$ cat src/rtl/abr_masked_add_sub_issue_ctrl.sv
// Issue/retire controller for the Boolean-masked modular add/sub datapath.
// Refreshes operand masks at accept, tracks in-flight ops in a fixed-latency
// valid/tag pipe, and returns results through a credit-protected FWFT buffer.
// The add/sub mode is frozen while anything is in flight because the
// datapath cannot stall.
module abr_masked_add_sub_issue_ctrl #(
  parameter int WIDTH      = 23,
  parameter int DP_LATENCY = 27,
  parameter int DEPTH      = 4,
  parameter int TAG_W      = 4
) (
  input  logic                      clk,
  input  logic                      rst_n,
  input  logic                      zeroize,
  input  logic                      in_valid,
  output logic                      in_ready,
  input  logic                      in_sub,
  input  logic [TAG_W-1:0]          in_tag,
  input  logic [1:0][WIDTH-1:0]     in_opa_masked,
  input  logic [1:0][WIDTH-1:0]     in_opb_masked,
  input  logic [2*WIDTH-1:0]        rnd_refresh,
  output logic                      dp_sub_o,
  output logic [1:0][WIDTH-1:0]     dp_opa_o,
  output logic [1:0][WIDTH-1:0]     dp_opb_o,
  input  logic [1:0][WIDTH-1:0]     dp_res_i,
  output logic                      out_valid,
  input  logic                      out_ready,
  output logic [TAG_W-1:0]          out_tag,
  output logic [1:0][WIDTH-1:0]     out_res_masked
);

  localparam int CNT_W = $clog2(DEPTH + 1);
  localparam int PTR_W = $clog2(DEPTH);

  typedef enum logic [1:0] {IDLE, RUN, DRAIN} state_t;

  state_t                           r_state;
  logic                             r_live;
  logic [DP_LATENCY:0]              r_vld_pipe;
  logic [DP_LATENCY:0][TAG_W-1:0]   r_tag_pipe;
  logic [CNT_W-1:0]                 r_cnt;
  logic [CNT_W-1:0]                 r_bcnt;
  logic [PTR_W-1:0]                 r_wptr;
  logic [PTR_W-1:0]                 r_rptr;
  logic [DEPTH-1:0][TAG_W-1:0]      r_buf_tag;
  logic [DEPTH-1:0][1:0][WIDTH-1:0] r_buf_res;

  logic w_mode_ok, w_accept, w_pop, w_push, w_pipe_empty;
  logic [WIDTH-1:0] w_ra, w_rb;

  assign w_ra         = rnd_refresh[WIDTH-1:0];
  assign w_rb         = rnd_refresh[2*WIDTH-1:WIDTH];
  assign w_pipe_empty = ~|r_vld_pipe;
  // IDLE takes either mode; RUN only the mode already loaded; DRAIN nothing.
  assign w_mode_ok    = (r_state == IDLE) | ((r_state == RUN) & (in_sub == dp_sub_o));
  assign in_ready     = r_live & ~zeroize & (r_cnt < CNT_W'(DEPTH)) & w_mode_ok;
  assign w_accept     = in_valid & in_ready;
  assign out_valid    = (r_bcnt != '0);
  assign w_pop        = out_valid & out_ready;
  assign w_push       = r_vld_pipe[DP_LATENCY];
  // Idle buffer slots are not exposed: outputs read zero when nothing is valid.
  assign out_tag        = out_valid ? r_buf_tag[r_rptr] : '0;
  assign out_res_masked = out_valid ? r_buf_res[r_rptr] : '0;

  // Mode FSM: loads the datapath mode on the first accept and drains before a switch.
  always_ff @(posedge clk or negedge rst_n) begin
    if (!rst_n) begin
      r_state  <= IDLE;
      dp_sub_o <= 1'b0;
      r_live   <= 1'b0;
    end else if (zeroize) begin
      r_state  <= IDLE;
      dp_sub_o <= 1'b0;
      r_live   <= 1'b1;
    end else begin
      r_live <= 1'b1;
      case (r_state)
        IDLE: if (w_accept) begin
          dp_sub_o <= in_sub;
          r_state  <= RUN;
        end
        RUN: begin
          if (in_valid && (in_sub != dp_sub_o)) r_state <= DRAIN;
          else if (w_pipe_empty && !w_accept)   r_state <= IDLE;
        end
        DRAIN: if (w_pipe_empty) r_state <= IDLE;
        default: r_state <= IDLE;
      endcase
    end
  end

  // Mask refresh: each share is XORed with the same random bit, never with the other share.
  always_ff @(posedge clk or negedge rst_n) begin
    if (!rst_n) begin
      dp_opa_o <= '0;
      dp_opb_o <= '0;
    end else if (zeroize) begin
      dp_opa_o <= '0;
      dp_opb_o <= '0;
    end else if (w_accept) begin
      dp_opa_o[1] <= in_opa_masked[1] ^ w_ra;
      dp_opa_o[0] <= in_opa_masked[0] ^ w_ra;
      dp_opb_o[1] <= in_opb_masked[1] ^ w_rb;
      dp_opb_o[0] <= in_opb_masked[0] ^ w_rb;
    end
  end

  // Valid/tag pipe mirrors the datapath latency; the last stage marks dp_res_i as live.
  always_ff @(posedge clk or negedge rst_n) begin
    if (!rst_n) begin
      r_vld_pipe <= '0;
      r_tag_pipe <= '0;
    end else if (zeroize) begin
      r_vld_pipe <= '0;
      r_tag_pipe <= '0;
    end else begin
      r_vld_pipe <= {r_vld_pipe[DP_LATENCY-1:0], w_accept};
      r_tag_pipe <= {r_tag_pipe[DP_LATENCY-1:0], in_tag};
    end
  end

  // Credits cover in-flight plus buffered results so a capture always finds a free slot.
  always_ff @(posedge clk or negedge rst_n) begin
    if (!rst_n)       r_cnt <= '0;
    else if (zeroize) r_cnt <= '0;
    else begin
      case ({w_accept, w_pop})
        2'b10:   r_cnt <= r_cnt + CNT_W'(1);
        2'b01:   r_cnt <= r_cnt - CNT_W'(1);
        default: r_cnt <= r_cnt;
      endcase
    end
  end

  // Output FIFO, first-word-fall-through; push and pop may coincide even when full.
  always_ff @(posedge clk or negedge rst_n) begin
    if (!rst_n) begin
      r_wptr    <= '0;
      r_rptr    <= '0;
      r_bcnt    <= '0;
      r_buf_tag <= '0;
      r_buf_res <= '0;
    end else if (zeroize) begin
      r_wptr    <= '0;
      r_rptr    <= '0;
      r_bcnt    <= '0;
      r_buf_tag <= '0;
      r_buf_res <= '0;
    end else begin
      if (w_push) begin
        r_buf_tag[r_wptr] <= r_tag_pipe[DP_LATENCY];
        r_buf_res[r_wptr] <= dp_res_i;
        r_wptr            <= r_wptr + PTR_W'(1);
      end
      if (w_pop) r_rptr <= r_rptr + PTR_W'(1);
      case ({w_push, w_pop})
        2'b10:   r_bcnt <= r_bcnt + CNT_W'(1);
        2'b01:   r_bcnt <= r_bcnt - CNT_W'(1);
        default: r_bcnt <= r_bcnt;
      endcase
    end
  end

endmodule
$ cat config.mk
export PLATFORM = sky130hd
export DESIGN_NAME = abr_masked_add_sub_issue_ctrl
export DESIGN_NICKNAME = d
export VERILOG_FILES = /design/src/rtl/abr_masked_add_sub_issue_ctrl.sv
export SDC_FILE = /design/constraint.sdc
export NUM_CORES = 1
export LEC_CHECK = 0
export CAP_MARGIN = 25
export CORE_ASPECT_RATIO = 1.5
export CORE_MARGIN = 2
export CORE_UTILIZATION = 30
export CTS_CLUSTER_SIZE = 25
export DETAILED_ROUTE_END_ITERATION = 12
export GPL_TIMING_DRIVEN = 1
export HOLD_SLACK_MARGIN = 0.02
export MAX_ROUTING_LAYER = met4
export SYNTH_ARGS = -nofsm -noshare
export SYNTH_HDL_FRONTEND = slang
export SYNTH_SLANG_ARGS = --single-unit
$ cat constraint.sdc
create_clock -name clk -period 2.8 [get_ports clk]
set_input_delay 0.28 -clock clk [delete_from_list [all_inputs] [get_ports clk]]
set_output_delay 0.28 -clock clk [all_outputs]
set_load 0.05 [all_outputs]
Word-level counts from Yosys, hierarchy flattened
Index checks and enable logic that the tools add are counted.
{ "word_totals": {"elab_cells": 140, "output_inout_bits": 145, "regBits": 446, "inputBits": 194} }
{ "op_classes": {"n_lt_le_gt_ge": 4, "bitwise_logic": 12, "muxes": 39, "n_addsub": 6, "reduce_logical": 16, "eq_ne": 11} }
{ "op_table": {"columns": ["op", "n"], "rows": [
  ["$mux 184", 2],
  ["$mux 46", 7],
  ["$bwmux 184", 1],
  ["$mux 112", 1],
  ["$bmux 46 s2", 1],
  ["$demux 46 s2", 1],
  ["$xor 23x23->23", 4],
  ["$mux 16", 2],
  ["$mux 28", 1],
  ["$reduce_or 28->1", 1],
  ["$mux 2", 9],
  ["$bwmux 16", 1],
  ["$mux 4", 3],
  ["$pmux 3 s2", 2],
  ["$reduce_bool 3->1", 3],
  ["$bmux 4 s2", 1],
  ["$demux 4 s2", 1],
  ["$reduce_bool 2->1", 4],
  ["$add 3x1->3 const B", 2],
  ["$and 1x1->1", 6],
  ["$eq 2x1->1 const B", 3],
  ["$eq 2x2->1 const B", 3],
  ["$lt 2x3->1 const B", 2],
  ["$mux 3", 2],
  ["other kinds (17)", 25]
]} }

Logic depth before layout (Yosys ltp)
{ "depth": {"ltp_word": 11, "mapped_depth": 12, "ltp_nobuf": 8} }

Worst setup path before layout
No wires, ideal clock.
{ "synth_timing": {"path_kind": "reg2reg", "from": "register dp_sub_o", "to": "register r_cnt[2]", "n_path_buf": 3, "t_arrival_ps": 2523, "t_required_ps": 2672, "stages_incl_launch_ff": 12, "setup_ps": 128, "synth_period_minus_slack_ps": 2650, "setup_slack_ps": 150, "cell_sequence": "dfrtp_1 > xnor2_1 > o211ai_4 > buf_6 > buf_6 > buf_6 > inv_1 > nor2_1 > fa_1 > and2_1 > mux2i_1 > mux2_1"} }
{ "synth_via": {"elab_chain_cells": 8, "word_cells_on_any_way": 10, "classes_between": "eq/ne: 3; mux: 2; bitwise: 4; reduce/logical: 1"} }
{ "synth_lines": {"columns": ["element", "line", "rtl"], "rows": [
  ["from (decl)", "22", "output logic dp_sub_o,"],
  ["from (signal assigned)", "79", "dp_sub_o <= in_sub;"],
  ["$eq 1x1->1 *", "55", "assign w_mode_ok = (r_state == IDLE) | ((r_state == RUN) & (in_sub == dp_sub_o));"],
  ["$and 1x1->1 *", "55", null],
  ["$or 1x1->1 *", "55", null],
  ["$and 1x1->1 *", "56", "assign in_ready = r_live & ~zeroize & (r_cnt < CNT_W'(DEPTH)) & w_mode_ok;"],
  ["$and 1x1->1 *", "57", "assign w_accept = in_valid & in_ready;"],
  ["$eq 2x1->1 / $eq 2x2->1 (equally long branches)", "127", "case ({w_accept, w_pop})"],
  ["$pmux 3 s2", "127", null],
  ["$mux 3", "125", "else if (zeroize) r_cnt <= '0;"],
  ["to (signal assigned)", "128", "2'b10: r_cnt <= r_cnt + CNT_W'(1);"],
  ["to (signal assigned)", "129", "2'b01: r_cnt <= r_cnt - CNT_W'(1);"],
  ["to (signal assigned)", "130", "default: r_cnt <= r_cnt;"],
  ["to (decl)", "41", "logic [CNT_W-1:0] r_cnt;"]
]} }
Every way passes the cells marked *; elsewhere a longest branch is shown, timed or not.
A chain may end at the register's enable or synchronous reset.

==> flow_summary_export.csv <==
group,metric,value,unit
run_status,status,"finished, final reports clean",
final_layout,final_area,24900,µm²
clock_network,insertion_delay,0.58,ns
synth,ys_types,40,
critical_path,critPathSlowestCell,"dfrtp_2",
floorplan,core,63200,µm²
timing,tightest_slew,1.03,ns
synth,synthFlopType,"dfrtp_1",
clock_network,clk_path_buf_depth,3,
detailed_routing,dr.pass1.iters,6,
global_routing,grtUsageTotal,16.0,%
clock_network,root_buffer,"clkbuf_16",
final_layout,drive_gt1_share,10.4,%
detailed_routing,viasPerCell,4.81,
synth,seq_area_frac_synth,58.5,%
timing,rsz0062_at_grt,"false",
global_routing,overflow,0,
final_layout,final_net_count,2265,
clock_network,clkSinkCount,446,
critical_path,crit_path_end_kind,"output pin",
power,p_total,0.0142,W
floorplan,fp.dieH,313,µm
floorplan,ios,339,
floorplan,die-area,65700,µm²
synth,yosysTopAreaCell,"dfrtp_1",
detailed_routing,drt-total-wl,51600,µm
detailed_routing,met2_length,26400,µm
flow_run,cap_violations,0,
clock_network,numCtsBuffers,46,
detailed_routing,wl_met1,20500,µm
synth,ys_warn_count,0,
synth,syn-cell-area,19100,µm²
final_layout,layout_commonest_cell,"dfrtp_1",
critical_path,path_max_fanout,36,
synth,synth-seq-cells,446,
timing,timing.slew.headroom,31.2,%
global_routing,grt_max_degree,186,
detailed_routing,dr_wl_met3,3310,µm
critical_path,cp_data_required_time,2.52,ns
final_layout,area_delta_synth_final,30.4,%
global_routing,grt_pass1_wl,81500,µm
timing,fin_crit,2.64,ns
floorplan,die_w,210,µm
critical_path,max_stage_delay,0.67,ns
timing,finalHoldViolCount,0,
hold_path,hold_class,"in2reg",
power,leakagePower,10.4,nW
detailed_routing,top_layer_used,"met4",
power,pwr_density_cell,569,nW/µm²
final_layout,layout_common_cells,"dfrtp_1, nand2_1, clkdlybuf4s50_1, a21oi_1, nor2b_1",
detailed_routing,drtIter0Drc,1010,
timing,fmax,378,MHz
timing,setup_viol,0,
synth,syn_avg_cell_area,10.7,µm²
synth,async_flop_share,100,%
detailed_routing,drtAntennaViolNets,0,
detailed_routing,drcViolationCount,0,
synth,yosys.area.top_type_share,58.5,%
place,pre_cts_ws,0.324,ns
timing,finalWorstSetupSlack,0.156,ns
critical_path,rrSetupSlack,0.50,ns
final_layout,fillCellCount,6161,
clock_network,cts_max_level,2,
synth,synth.area.top_cells,"dfrtp_1, nand2_1, mux4_2",
place,hpwlAfterDp,32100,µm
clock_network,clkSlewWorstSetupHoldPaths,0.06,ns
global_routing,grt_pass1_vias,14953,
place,placed_cell_area,23200,µm²
timing,period_share,94.4,%
place,gp_congestion,0.808,
place,io_buffers,338,
critical_path,cp.arrival,2.36,ns
timing,drv_slew,0,
synth,synth_edf_count,0,
timing,skew,0.0216,ns
floorplan,rows,113,
timing,final.setup.tns,0,ns
floorplan,initial_utilization,30.2,%
synth,syn-num-nets,1977,
power,peakVddDrop,385,µV
detailed_routing,wl_per_cell,17.8,µm
critical_path,crit_type,"reg2out",
clock_network,cts_tree,"yes",
critical_path,cp-start-kind,"register",
global_routing,antenna_found_initial,1,
critical_path,crit_chain,"buf_12 -> mux4_2 -> and2_1 -> buf_4",
synth,syn-instance-count,1777,
detailed_routing,via_count,13987,
final_layout,final_util,39.4,%
-- timing repair --
action | 4_1_cts | 5_1_grt
hold endpoints to repair | 83 | 0
gates resized for setup | 15 | 0
hold buffers | 2 | 0
setup buffers | 3 | 0
endpoints found under the setup margin | 50 | 18
gates cloned | 0 | 1
-- worst max-delay path: cells and delay by family (launching register included) --
family / cells / cell delay, ns
buffers and inverters: 2 / 0.49
flip-flops: 1 / 0.67
multiplexers: 1 / 0.34
AND/OR/NAND/NOR: 1 / 0.20
-- kinds of logic after synthesis --
logic type | synth area share (%)
multiplexers | 6.30
buffers and inverters | 2.99
AND/OR/NAND/NOR | 19.1
adder cells (fa/ha/maj) | 0.472
other | 0.0196
flip-flops | 58.5
XOR/XNOR | 4.58
AO/OA/AOI/OAI | 8.11
-- layout make-up --
class | instances | area (µm²) | area share (%)
clock inverters | 22 | 236 | 0.950
diodes | 1 | 2.50 | 0.0100
multi-input cells | 1194 | 7380 | 29.6
well taps | 805 | 1010 | 4.04
clock buffers | 62 | 1300 | 5.23
repair buffers | 373 | 3790 | 15.2
flip-flops and latches | 446 | 11200 | 44.8
inverters | 4 | 15.0 | 0.0603
-- worst paths after layout --
kind | cells after the start | endpoint | startpoint
worst min register to register | 1 | r_tag_pipe[70] | r_tag_pipe[66]
worst max register to register | 6 | r_cnt[2] | r_bcnt[0]
max in group asynchronous | 3 | r_buf_res[172] | rst_n
min in group asynchronous | 2 | dp_opa_o[17] | rst_n
worst min-delay path | 2 | r_tag_pipe[0] | in_tag[0]
worst max-delay path | 4 | out_res_masked[24] | r_rptr[1]
-- sequential cells by signal (all words and copies together), names as in the netlist, 3 cells and up --
signal	flops
dp_opb_o	46
dp_opa_o	46
r_cnt	3
r_buf_res	184
r_tag_pipe	112
r_bcnt	3
r_vld_pipe	28
r_buf_tag	16
-- power breakdown --
part / total, W / switching, W / internal [W]
clock: 0.00619 / 0.00269 / 0.00349
combinational: 0.00139 / 0.000827 / 0.000566
sequential: 0.00660 / 0.0000567 / 0.00654
-- layer usage --
layer,track usage [%],vias to the layer above
met5,-,-
met1,19.0,6994
met3,3.37,86
li1,-,6422
met4,5.19,0
met2,27.2,485
-- cell usage after synthesis (2+ instances only) --
cell type and number:
clkbuf_1 93, buf_2 13, inv_1 4, buf_6 5
nor2b_1 142, mux4_2 50, nand3_1 3, dfrtp_1 446
nor2_1 13, xnor2_1 94, o21ai_0 92, mux2i_1 5
nand2_1 407, ha_1 4, nor3_1 2, a21oi_1 203
nor4_1 7, xor2_1 4, and2_1 55, fa_1 2
o21ai_1 2, nand2b_1 2, buf_1 21, nand3b_1 92
-- per-stage QoR --
stage               cells  hold WS (ns)
CTS                  2904         0.207
finish               2907         0.255
detailed placement   2815         0.356
global route         2907         0.241
global placement     2815         0.348
floorplan            1777       -0.0156
No activity file was read; power rests on OpenSTA's default activity.
